[config.mk]
export PLATFORM = sky130hd
export DESIGN_NAME = pixel_scheduler
export DESIGN_NICKNAME = d
export VERILOG_FILES = /design/src/rtl/mandel_pkg.sv /design/src/rtl/pixel_out_reg.sv /design/src/rtl/pixel_scheduler.sv
export SDC_FILE = /design/constraint.sdc
export NUM_CORES = 1
export LEC_CHECK = 0
export CORE_MARGIN = 1.5
export CORE_UTILIZATION = 25
export DETAILED_ROUTE_END_ITERATION = 10
export HOLD_SLACK_MARGIN = 0.06
export PLACE_DENSITY = 0.42
export SETUP_SLACK_MARGIN = 0.5
export SLEW_MARGIN = 5
export SYNTH_ARGS = -nofsm -noshare
export SYNTH_HDL_FRONTEND = slang
export SYNTH_SLANG_ARGS = --single-unit
[constraint.sdc]
create_clock -name sysclk -period 3.9 [get_ports sysclk]
set_input_delay 0.78 -clock sysclk [delete_from_list [all_inputs] [get_ports sysclk]]
set_output_delay 0.78 -clock sysclk [all_outputs]
set_load 0.05 [all_outputs]
[src/rtl/mandel_pkg.sv]
// Types and constants shared by the Mandelbrot pixel scheduler and its depth calculator.
package mandel_pkg;

    localparam int DEPTH_W = 10;

    typedef enum logic [1:0] {
        IDLE,
        ISSUE,
        WAIT,
        DRAIN
    } sched_state_t;

endpackage

[src/rtl/pixel_out_reg.sv]
// One-entry valid/ready holding register for a finished pixel beat {depth, sof, eol}.
module pixel_out_reg
    import mandel_pkg::*;
(
    input  logic               clk_i,
    input  logic               rst_ni,
    input  logic               load_i,
    input  logic [DEPTH_W-1:0] depth_i,
    input  logic               sof_i,
    input  logic               eol_i,
    input  logic               ready_i,
    output logic               valid_o,
    output logic [DEPTH_W-1:0] depth_o,
    output logic               sof_o,
    output logic               eol_o,
    output logic               free_o
);

    logic               valid_q, valid_d;
    logic [DEPTH_W-1:0] depth_q, depth_d;
    logic               sof_q, sof_d;
    logic               eol_q, eol_d;

    // The producer only loads when free_o is high, so a load never overwrites an unaccepted beat.
    always_comb begin
        valid_d = valid_q;
        depth_d = depth_q;
        sof_d   = sof_q;
        eol_d   = eol_q;
        if (load_i) begin
            valid_d = 1'b1;
            depth_d = depth_i;
            sof_d   = sof_i;
            eol_d   = eol_i;
        end else if (ready_i) begin
            valid_d = 1'b0;
        end
    end

    always_ff @(posedge clk_i or negedge rst_ni) begin
        if (!rst_ni) begin
            valid_q <= 1'b0;
            depth_q <= '0;
            sof_q   <= 1'b0;
            eol_q   <= 1'b0;
        end else begin
            valid_q <= valid_d;
            depth_q <= depth_d;
            sof_q   <= sof_d;
            eol_q   <= eol_d;
        end
    end

    assign valid_o = valid_q;
    assign depth_o = depth_q;
    assign sof_o   = sof_q;
    assign eol_o   = eol_q;
    assign free_o  = !valid_q || ready_i;

endmodule

[src/rtl/pixel_scheduler.sv]
// Raster-order issuer: walks the screen, feeds c to the depth calculator one pixel at a time
// and streams the resulting depths out with start-of-frame / end-of-line markers.
module pixel_scheduler
    import mandel_pkg::*;
#(
    parameter int WORD_LENGTH = 32,
    parameter int FRAC        = 28,
    parameter int H_RES       = 640,
    parameter int V_RES       = 480
) (
    input  logic                          sysclk,
    input  logic                          reset_n,
    input  logic                          start_frame,
    input  logic signed [WORD_LENGTH-1:0] re_origin,
    input  logic signed [WORD_LENGTH-1:0] im_origin,
    input  logic signed [WORD_LENGTH-1:0] step,
    input  logic        [7:0]             max_iter,
    output logic                          busy,
    output logic                          frame_done,
    output logic                          calc_start,
    output logic signed [WORD_LENGTH-1:0] calc_re_c,
    output logic signed [WORD_LENGTH-1:0] calc_im_c,
    output logic        [7:0]             calc_max_iter,
    input  logic                          calc_done,
    input  logic        [DEPTH_W-1:0]     calc_depth,
    output logic                          out_valid,
    input  logic                          out_ready,
    output logic        [DEPTH_W-1:0]     out_depth,
    output logic                          out_sof,
    output logic                          out_eol
);

    localparam int XW = (H_RES > 1) ? $clog2(H_RES) : 1;
    localparam int YW = (V_RES > 1) ? $clog2(V_RES) : 1;

    if (FRAC >= WORD_LENGTH) begin : g_frac_check
        $error("FRAC must be smaller than WORD_LENGTH");
    end

    sched_state_t                  state_q, state_d;
    logic [XW-1:0]                 x_q, x_d;
    logic [YW-1:0]                 y_q, y_d;
    logic signed [WORD_LENGTH-1:0] re_q, re_d;
    logic signed [WORD_LENGTH-1:0] im_q, im_d;
    logic signed [WORD_LENGTH-1:0] re_org_q, re_org_d;
    logic signed [WORD_LENGTH-1:0] step_q, step_d;
    logic [7:0]                    iter_q, iter_d;

    logic last_x, last_y, load, out_free;

    assign last_x = (x_q == XW'(H_RES - 1));
    assign last_y = (y_q == YW'(V_RES - 1));

    always_comb begin
        state_d    = state_q;
        x_d        = x_q;
        y_d        = y_q;
        re_d       = re_q;
        im_d       = im_q;
        re_org_d   = re_org_q;
        step_d     = step_q;
        iter_d     = iter_q;
        load       = 1'b0;
        frame_done = 1'b0;
        unique case (state_q)
            IDLE: begin
                if (start_frame) begin
                    re_org_d = re_origin;
                    re_d     = re_origin;
                    im_d     = im_origin;
                    step_d   = step;
                    iter_d   = max_iter;
                    x_d      = '0;
                    y_d      = '0;
                    state_d  = ISSUE;
                end
            end
            ISSUE: state_d = WAIT;
            WAIT: begin
                // done is a level, so holding here while the output is occupied loses nothing.
                if (calc_done && out_free) begin
                    load    = 1'b1;
                    state_d = ISSUE;
                    if (last_x) begin
                        x_d  = '0;
                        re_d = re_org_q;
                        if (last_y) begin
                            state_d = DRAIN;
                        end else begin
                            y_d  = y_q + YW'(1);
                            im_d = im_q - step_q;
                        end
                    end else begin
                        x_d  = x_q + XW'(1);
                        re_d = re_q + step_q;
                    end
                end
            end
            DRAIN: begin
                if (out_valid && out_ready) begin
                    frame_done = 1'b1;
                    state_d    = IDLE;
                end
            end
            default: state_d = IDLE;
        endcase
    end

    always_ff @(posedge sysclk or negedge reset_n) begin
        if (!reset_n) begin
            state_q  <= IDLE;
            x_q      <= '0;
            y_q      <= '0;
            re_q     <= '0;
            im_q     <= '0;
            re_org_q <= '0;
            step_q   <= '0;
            iter_q   <= '0;
        end else begin
            state_q  <= state_d;
            x_q      <= x_d;
            y_q      <= y_d;
            re_q     <= re_d;
            im_q     <= im_d;
            re_org_q <= re_org_d;
            step_q   <= step_d;
            iter_q   <= iter_d;
        end
    end

    assign busy          = (state_q != IDLE);
    assign calc_start    = (state_q == ISSUE);
    assign calc_re_c     = re_q;
    assign calc_im_c     = im_q;
    assign calc_max_iter = iter_q;

    pixel_out_reg u_out_reg (
        .clk_i   (sysclk),
        .rst_ni  (reset_n),
        .load_i  (load),
        .depth_i (calc_depth),
        .sof_i   ((x_q == '0) && (y_q == '0)),
        .eol_i   (last_x),
        .ready_i (out_ready),
        .valid_o (out_valid),
        .depth_o (out_depth),
        .sof_o   (out_sof),
        .eol_o   (out_eol),
        .free_o  (out_free)
    );

endmodule

==> results of run 1 <==
==> sequential cells by signal, indices dropped and copies added (netlist names) <==
register and flops:
u_out_reg.sof_o 1, calc_max_iter 8, u_out_reg.valid_o 1, x_q 10, state_q 2, y_q 9, re_org_q 32, step_q 32
calc_im_c 32, u_out_reg.depth_o 10, u_out_reg.eol_o 1, calc_re_c 32
==> power breakdown <==
part | internal (W) | switching, W
Clock | 0.00116 | 0.000795
Combinational | 0.00378 | 0.00639
Sequential | 0.00255 | 0.000736
==> synthesized netlist by cell type (4+ instances only) <==
cell      instances
inv_1            50
and3_1           16
a222oi_1          8
nand2_1         318
o21ai_0         129
ha_1             66
a21o_1           34
xnor2_1          23
o31ai_1           5
and4_1            4
nand3_1          35
and2_1            4
or3_1            11
o22ai_1           4
buf_1             7
nor3_1           15
nand2b_1         11
o21a_1            9
o21bai_1          5
a21oi_1         115
nor2_1           79
dfrtp_1         170
o211ai_1          9
nor2b_1          10
buf_2             4
a31oi_1          11
nand4_1          14
xor2_1           29
a211oi_1         10
o221ai_1          4
clkbuf_1         54
mux2i_1           5
a311oi_1          4
nor3b_1           4
==> worst min-delay path by stage <==
| stage | slack (ns) | endpoint |
|---|---|---|
| 6_report | 0.43 | re_org_q[7] |
| 4_1_cts | 0.44 | re_org_q[1] |
| 3_3_place_gp | 0.45 | re_org_q[24] |
| 5_1_grt | 0.50 | u_out_reg.depth_o[9] |
| 3_5_place_dp | 0.46 | re_org_q[9] |
| 2_1_floorplan | 0.44 | re_org_q[9] |
==> kinds of logic (layout without fill, tap and decap cells) <==
logic type,count (synthesis),count (layout),synth area share
compound gates,374,374,0.2123
xor+xnor,52,52,0.04254
fa+ha+maj,68,68,0.08087
buf+inv,115,305,0.04079
flops,170,170,0.3973
mux,6,6,0.005726
simple gates,537,537,0.2204
==> final cells by class <==
class,count,area share
clock buffers,18,0.03134
clock inverters,13,0.01554
inverters,50,0.01339
multi-input cells,1037,0.4303
flip-flops and latches,170,0.3036
well taps,539,0.04813
repair buffers,224,0.1578
==> metal layers <==
layer	track usage	vias up	share of wire
met2	0.2732	228	0.45
met3	0.02518	27	0.039
met1	0.2447	4750	0.50
li1	-	4973	-
met5	0	-	0
met4	0.04490	0	0.013
==> metrics by stage <==
step	total power [W]	hold WS, ns	std cells
floorplan	0.01043	0.4374	1322
global placement	0.01351	0.4519	2020
detailed placement	0.01349	0.4577	2020
CTS	0.01555	0.4425	2051
global route	0.01673	0.4960	2051
finish	0.01541	0.4271	2051
==> impl_metrics.yaml, run 1 <==
worst_setup_path:
  path_cells: "ha_1 -> fa_1 -> a211oi_2 -> nor3_1 -> o311a_1 -> nand3b_4 -> a311o_1 -> and3_4 -> a31oi_4 -> xor2_1 -> a41oi_1"
  worstRegToRegCells: 11
  crit_type: "reg2reg"
  rr_endpoint: "calc_re_c[24]"
  crit_buf_inv: 0
  endpoint: "calc_re_c[24]"
  critPathArrivalTime_ns: 3.52
  startpoint_type: "register"
  required_ns: 4.20
  worstSetupStartpoint: "calc_re_c[0]"
  worstReg2RegStart: "calc_re_c[0]"
  rrSetupSlack_ns: 0.68
  worst-path-max-fanout: 4
  slowest_stage: "fa_1"
  cp_num_cells: 11
  crit_path_max_incr_delay_ns: 0.45
  critical_path.top_delay_family: "compound AO/OA/AOI/OAI gates"
  end_kind: "register"
timing:
  clock-skew-final_ns: 0.01206
  fmax_ghz: 0.3103
  final_hold_viol_count: 0
  worstMarginPinSlew_ns: 0.9046
  tns_ns: 0
  rsz0062_at_grt: "false"
  fin_crit_sh: 0.8263
  finalMaxSlewViolations: 0
  min_period_ns: 3.223
  max-slew-margin-rel: 0.3947
  worst_slack_ns: 0.6774
  finalSetupViolCount: 0
cts:
  worstSkewPairLatency_ns: 0.44
  cts-buffers-inserted: 17
  htreeDepth: 4
  cts_setup_buffers: 0
  cts_resized: 0
  clock_sinks: 170
  root_buffer: "clkbuf_16"
  cts_buffer_depth: 2
  cts_tree: "yes"
  clk_pin_slew_ns: 0.07
  hold_buffers: 0
grt:
  grt_pass1_vias: 10163
  gr-total-overflow: 0
  grt_start_max_net_pins: 83
  grt_first_pass_wirelength_mm: 58.66
  antenna_found_initial: 1
  grt_use_total: 0.1722
route:
  wl_per_cell_um: 18.34
  vias: 9978
  avgViaCountPerCell: 4.865
  wl_mm: 37.62
  drtAntennaViolNets: 0
  drt-initial-drc-count: 545
  drt_pre_antenna_iters: 6
  drcViolationCount: 0
synthesis:
  netlist_area_sq_um: 10710
  synthArstFlopShare: 1.000
  yosysUniqueCellTypes: 68
  synth-seq-cells: 170
  synth_seq_area_share: 0.3973
  synth-edff-count: 0
  syn_avg_cell_area_sq_um: 8.099
  synthCells: 1322
  synth_area_leaders: "dfrtp_1, nand2_1, ha_1, o21ai_0, a21oi_1"
  synth_fp_nets: 1509
  synth_top_cell_by_area: "dfrtp_1"
  synth-main-ff-cell: "dfrtp_1"
  synth_top_area_share: 0.3973
  ys_warn_count: 0
placed_design:
  place_ws_ns: 0.7127
  place_area_sq_um: 13360
  port_buffers: 206
  hpwl_mm: 27.96
  gp_congestion: 0.8440
outcome:
  outcome: "completed"
floorplan:
  ios: 207
  die-area_sq_um: 44080
  die_y_um: 209.9
  die-width_um: 209.9
  start_util: 0.2541
  rows: 75
  coreArea_sq_um: 42130
cells_and_area:
  multi_input_area_sq_um: 6030
  fillers: 4469
  final_common_cell: "nand2_1"
  n_antenna_cell: 0
  fin_area_sq_um: 14010
  final_cell_mix: "nand2_1, clkdlybuf4s50_1, dfrtp_1"
  post-route-util: 0.3326
  drive_gt1_frac: 0.04563
  fin_nets: 1687
  area_growth_pct: 30.89
  regArea_sq_um: 4254
hold_path:
  hold_class: "in2async"
job:
  maxCapViolations: 0
pwr:
  cellPowerDensity_nw_per_um2: 1100
  max-vdd-ir-drop_v: 0.0003382
  p_leak_nw: 6.261
Power figures use the tool's default switching activity.
==> inputs of run 2 (changes only) <==
PLACE_DENSITY = 0.44   (was 0.42)
clock period = 2.9 ns   (was 3.9 ns; I/O delays follow)
==> impl_metrics.yaml, run 2 (synthesis results as in run 1) <==
outcome:
  outcome: "complete, but fails checks"
  violations: "setup timing"
route:
  drcViolationCount: 0
  wl_mm: 39.57
  drt-initial-drc-count: 643
  avgViaCountPerCell: 4.862
  wl_per_cell_um: 18.61
  drt_pre_antenna_iters: 7
  drtAntennaViolNets: 0
  vias: 10336
cells_and_area:
  fin_nets: 1761
  multi_input_area_sq_um: 6987
  drive_gt1_frac: 0.2023
  fillers: 4304
  n_antenna_cell: 0
  area_growth_pct: 45.95
  regArea_sq_um: 4292
  final_cell_mix: "nand2_1, clkdlybuf4s50_1, dfrtp_1"
  final_common_cell: "nand2_1"
worst_setup_path:
  slowest_stage: "dfrtp_2"
  crit_type: "reg2reg"
  crit_buf_inv: 0
  critPathArrivalTime_ns: 3.32
  worstReg2RegStart: "calc_re_c[0]"
  worstSetupStartpoint: "calc_re_c[0]"
  crit_path_max_incr_delay_ns: 0.43
  end_kind: "register"
  worst-path-max-fanout: 2
  path_cells: "ha_4 -> fa_2 -> a211oi_4 -> nor3_2 -> o311a_1 -> nand3b_4 -> a311o_1 -> and3_4 -> a31oi_4 -> xor2_1 -> a41oi_1"
  required_ns: 3.21
  startpoint_type: "register"
  critical_path.top_delay_family: "compound AO/OA/AOI/OAI gates"
timing:
  min_period_ns: 3.018
  final_hold_viol_count: 0
  worst_slack_ns: -0.1184
  max-slew-margin-rel: 0.5847
  finalSetupViolCount: 2
  rsz0062_at_grt: "true"
  clock-skew-final_ns: 0.01244
  worstMarginPinSlew_ns: 0.6230
  fin_crit_sh: 1.041
  fmax_ghz: 0.3313
  finalMaxSlewViolations: 0
grt:
  grt_first_pass_wirelength_mm: 61.80
  antenna_found_initial: 3
  gr-total-overflow: 0
  grt_pass1_vias: 10628
  grt_start_max_net_pins: 68
  grt_use_total: 0.1818
floorplan:
  start_util: 0.2541
  rows: 75
  die_y_um: 209.9
  die-width_um: 209.9
  die-area_sq_um: 44080
  ios: 207
  coreArea_sq_um: 42130
cts:
  clock_sinks: 170
  htreeDepth: 4
  cts_tree: "yes"
  cts-buffers-inserted: 17
  hold_buffers: 0
  clk_pin_slew_ns: 0.07
  worstSkewPairLatency_ns: 0.44
  root_buffer: "clkbuf_16"
  cts_buffer_depth: 2
placed_design:
  place_ws_ns: -0.08264
  port_buffers: 206
  gp_congestion: 0.8383
  hpwl_mm: 29.06
job:
  maxCapViolations: 0
hold_path:
  hold_class: "in2async"
-- run 2: cell count changes in the layout (fill, tap and decap cells not counted), moves of 12 or more --
cell / change
ha_1: -29
o21ai_1: +24
buf_6: +17
o21ai_2: +12
buf_4: +51
a21oi_2: +29
a21oi_1: -34
o21ai_0: -41
nor2_1: -12
dfrtp_2: +30
ha_4: +25
dfrtp_1: -30
-- run 2: through the flow --
stage / setup TNS (ns) / hold WS, ns / util / std cells / area, sq um
after CTS: -0.1248 / 0.1094 / 0.3585 / 2105 / 15110
after detailed placement: -0.1270 / 0.4543 / 0.3292 / 2051 / 13870
after global routing: -0.4934 / 0.1141 / 0.3709 / 2126 / 15630
after floorplan: -0.06006 / 0.2844 / - / 1322 / 10900
final: -0.1495 / 0.09971 / 0.3709 / 2126 / 15630
after global placement: -0.1151 / 0.4512 / 0.3292 / 2051 / 13870
-- run 2: repair_timing --
action,4_1_cts,5_1_grt
resized for setup,123,101
endpoints found under the setup margin,52,61
setup buffers,22,21
pin swaps,58,73
-- run 2: final timing paths --
path / to / slack (ns) / depth (start not counted)
max: calc_re_c[24] / -0.12 / 11
min: u_out_reg.depth_o[0] / 0.1 / 1
max reg2reg: calc_re_c[24] / -0.12 / 11
min reg2reg: re_org_q[9] / 0.47 / 2
max in group asynchronous: calc_im_c[16] / 2.08 / 2
min in group sysclk: re_org_q[9] / 0.47 / 2
-- run 2: cell type report --
type	count	area share
clock buffer	20	0.02859
inverter	50	0.01233
multi-input combinational	1037	0.4471
sequential	170	0.2746
tap	539	0.04316
timing repair buffer	298	0.1869
clock inverter	12	0.007286
-- run 2: worst register-to-register path, cell delays in order, from the launching register on --
cell,delay (ns)
dfrtp_2,0.43
ha_4,0.16
fa_2,0.37
a211oi_4,0.25
nor3_2,0.09
o311a_1,0.36
nand3b_4,0.19
a311o_1,0.36
and3_4,0.22
a31oi_4,0.17
xor2_1,0.18
a41oi_1,0.13
-- run 2: routing by layer --
layer	wire (um)	share of wire	up-vias	global-route usage
li1	-	-	5111	-
met1	18020	0.46	5025	0.2375
met2	19480	0.49	171	0.3128
met3	1670	0.042	23	0.03680
met4	362	0.0091	6	0.03299
met5	38	0.00096	-	0
Power of run 2 is left out: the tool's default activity adds up to more than one toggle a clock period on the data nets, which glitch-free logic cannot reach.
==> inputs of run 3 (changes only) <==
--- a/config.mk
+++ b/config.mk
@@ -10,2 +10,3 @@
 export DETAILED_ROUTE_END_ITERATION = 10
+export GPL_TIMING_DRIVEN = 0
 export HOLD_SLACK_MARGIN = 0.06
==> constraint.sdc (replaced) <==
create_clock -name sysclk -period 2.9 [get_ports sysclk]
set_input_delay 0.29 -clock sysclk [delete_from_list [all_inputs] [get_ports sysclk]]
set_output_delay 0.29 -clock sysclk [all_outputs]
set_load 0.05 [all_outputs]
==> impl_metrics.yaml, run 3 (synthesis results as in run 1) <==
route:
  wl_per_cell_um: 20.60
  wl_mm: 44.99
  drt-initial-drc-count: 895
  drcViolationCount: 0
  vias: 10920
  drt_pre_antenna_iters: 5
  avgViaCountPerCell: 5.000
  drtAntennaViolNets: 0
worst_setup_path:
  startpoint_type: "register"
  slowest_stage: "dfrtp_2"
  critical_path.top_delay_family: "compound AO/OA/AOI/OAI gates"
  end_kind: "register"
  worst-path-max-fanout: 2
  critPathArrivalTime_ns: 3.34
  required_ns: 3.20
  crit_path_max_incr_delay_ns: 0.43
  path_cells: "ha_4 -> fa_2 -> a211oi_4 -> nor3_2 -> o311a_4 -> nand3b_4 -> a311o_1 -> and3_4 -> a31oi_4 -> xor2_1 -> a41oi_1"
  crit_buf_inv: 0
  worstRegToRegCells: 11
  cp_num_cells: 11
  crit_type: "reg2reg"
placed_design:
  place_area_sq_um: 13670
  gp_congestion: 0.8691
  hpwl_mm: 33.33
  port_buffers: 206
cts:
  clock_sinks: 170
  clk_pin_slew_ns: 0.07
  cts_tree: "yes"
  htreeDepth: 4
  root_buffer: "clkbuf_16"
  cts-buffers-inserted: 17
  worstSkewPairLatency_ns: 0.45
  cts_buffer_depth: 2
timing:
  final_hold_viol_count: 0
  worst_slack_ns: -0.1400
  fmax_ghz: 0.3290
  clock-skew-final_ns: 0.01297
  finalMaxSlewViolations: 0
  worstMarginPinSlew_ns: 0.8481
  rsz0062_at_grt: "true"
  max-slew-margin-rel: 0.4346
  min_period_ns: 3.040
  fin_crit_sh: 1.048
  finalSetupViolCount: 2
floorplan:
  ios: 207
  die-area_sq_um: 44080
  rows: 75
  die-width_um: 209.9
  coreArea_sq_um: 42130
  die_y_um: 209.9
  start_util: 0.2541
cells_and_area:
  regArea_sq_um: 4294
  fin_area_sq_um: 15910
  multi_input_area_sq_um: 7074
  drive_gt1_frac: 0.2140
  fillers: 4392
  final_common_cell: "nand2_1"
  final_cell_mix: "nand2_1, clkdlybuf4s50_1, dfrtp_1"
  n_antenna_cell: 0
  fin_nets: 1819
  area_growth_pct: 48.57
outcome:
  violations: "setup timing"
  outcome: "complete, but fails checks"
grt:
  grt_pass1_vias: 10825
  gr-total-overflow: 0
  grt_start_max_net_pins: 91
  grt_first_pass_wirelength_mm: 66.91
  antenna_found_initial: 0
  grt_use_total: 0.2033
hold_path:
  holdPathStages: 3
  hold_class: "in2reg"
job:
  maxCapViolations: 0
run 3: changes by cell type in the layout (fill, tap and decap cells not counted), sizes merged:
cell,before,now
clkinv,2,5
dlymetal6s2s,2,0
dlygate4sd2,4,0
inv,55,50
clkbuf,20,72
clkinvlp,4,3
clkdlybuf4s50,197,205
dlygate4sd3,0,1
buf,95,102
bufinv,1,0
run 3: repair_timing:
item                                    CTS  global route
buffers inserted                         51            32
hold buffers                              1             0
pin swaps                                41            79
endpoints found under the hold margin    80             0
gates resized for setup                 167           128
endpoints found under the setup margin  104           113
run 3: worst paths after layout:
kind,startpoint,end,slack (ns)
setup reg to reg,step_q[0],calc_re_c[24],-0.14
hold reg to reg,u_out_reg.depth_o[9],u_out_reg.depth_o[9],0.48
max in group asynchronous,reset_n,calc_im_c[2],1.49
hold / removal,max_iter[5],calc_max_iter[5],0.37
min in group asynchronous,reset_n,u_out_reg.depth_o[4],0.42
setup / recovery,step_q[0],calc_re_c[24],-0.14
run 3: final cells by class:
class	instances	area share
clock buffers	24	0.02903
inverters	50	0.01227
multi-input cells	1037	0.4447
well taps	539	0.04240
plain buffers	65	0.02336
flip-flops and latches	170	0.2700
clock inverters	8	0.003225
repair buffers	291	0.1750
run 3: worst reg2reg max path: cells and delay by family, from the launching register on:
family	cells	cell delay (ns)
compound gates	5	1.25
fa+ha+maj	2	0.54
simple gates	3	0.49
flops	1	0.43
xor+xnor	1	0.18
run 3: per-stage QoR:
| step | hold WS [ns] | setup WS [ns] | instances | util | TNS, ns |
|---|---|---|---|---|---|
| final | 0.3678 | -0.1400 | 2184 | 0.3775 | -0.1848 |
| after global placement | 0.4536 | -7.346 | 2067 | 0.3237 | -1143.19 |
| after detailed placement | 0.3485 | -0.3033 | 2068 | 0.3244 | -5.563 |
| after CTS | 0.3357 | -0.1346 | 2152 | 0.3610 | -0.1748 |
| after global routing | 0.3586 | -0.2042 | 2184 | 0.3775 | -0.5411 |
| after floorplan | -0.005591 | -0.05002 | 1322 | - | -0.06006 |
run 3: routing by layer:
metal,part of all wire,track usage,vias up,wire [um]
li1,-,-,5239,-
met1,0.47,0.2789,5344,21170
met4,0.024,0.06773,0,1080
met2,0.47,0.3297,285,20980
met5,0,0,-,0
met3,0.039,0.02712,52,1756
Power of run 3 is left out for the same reason.
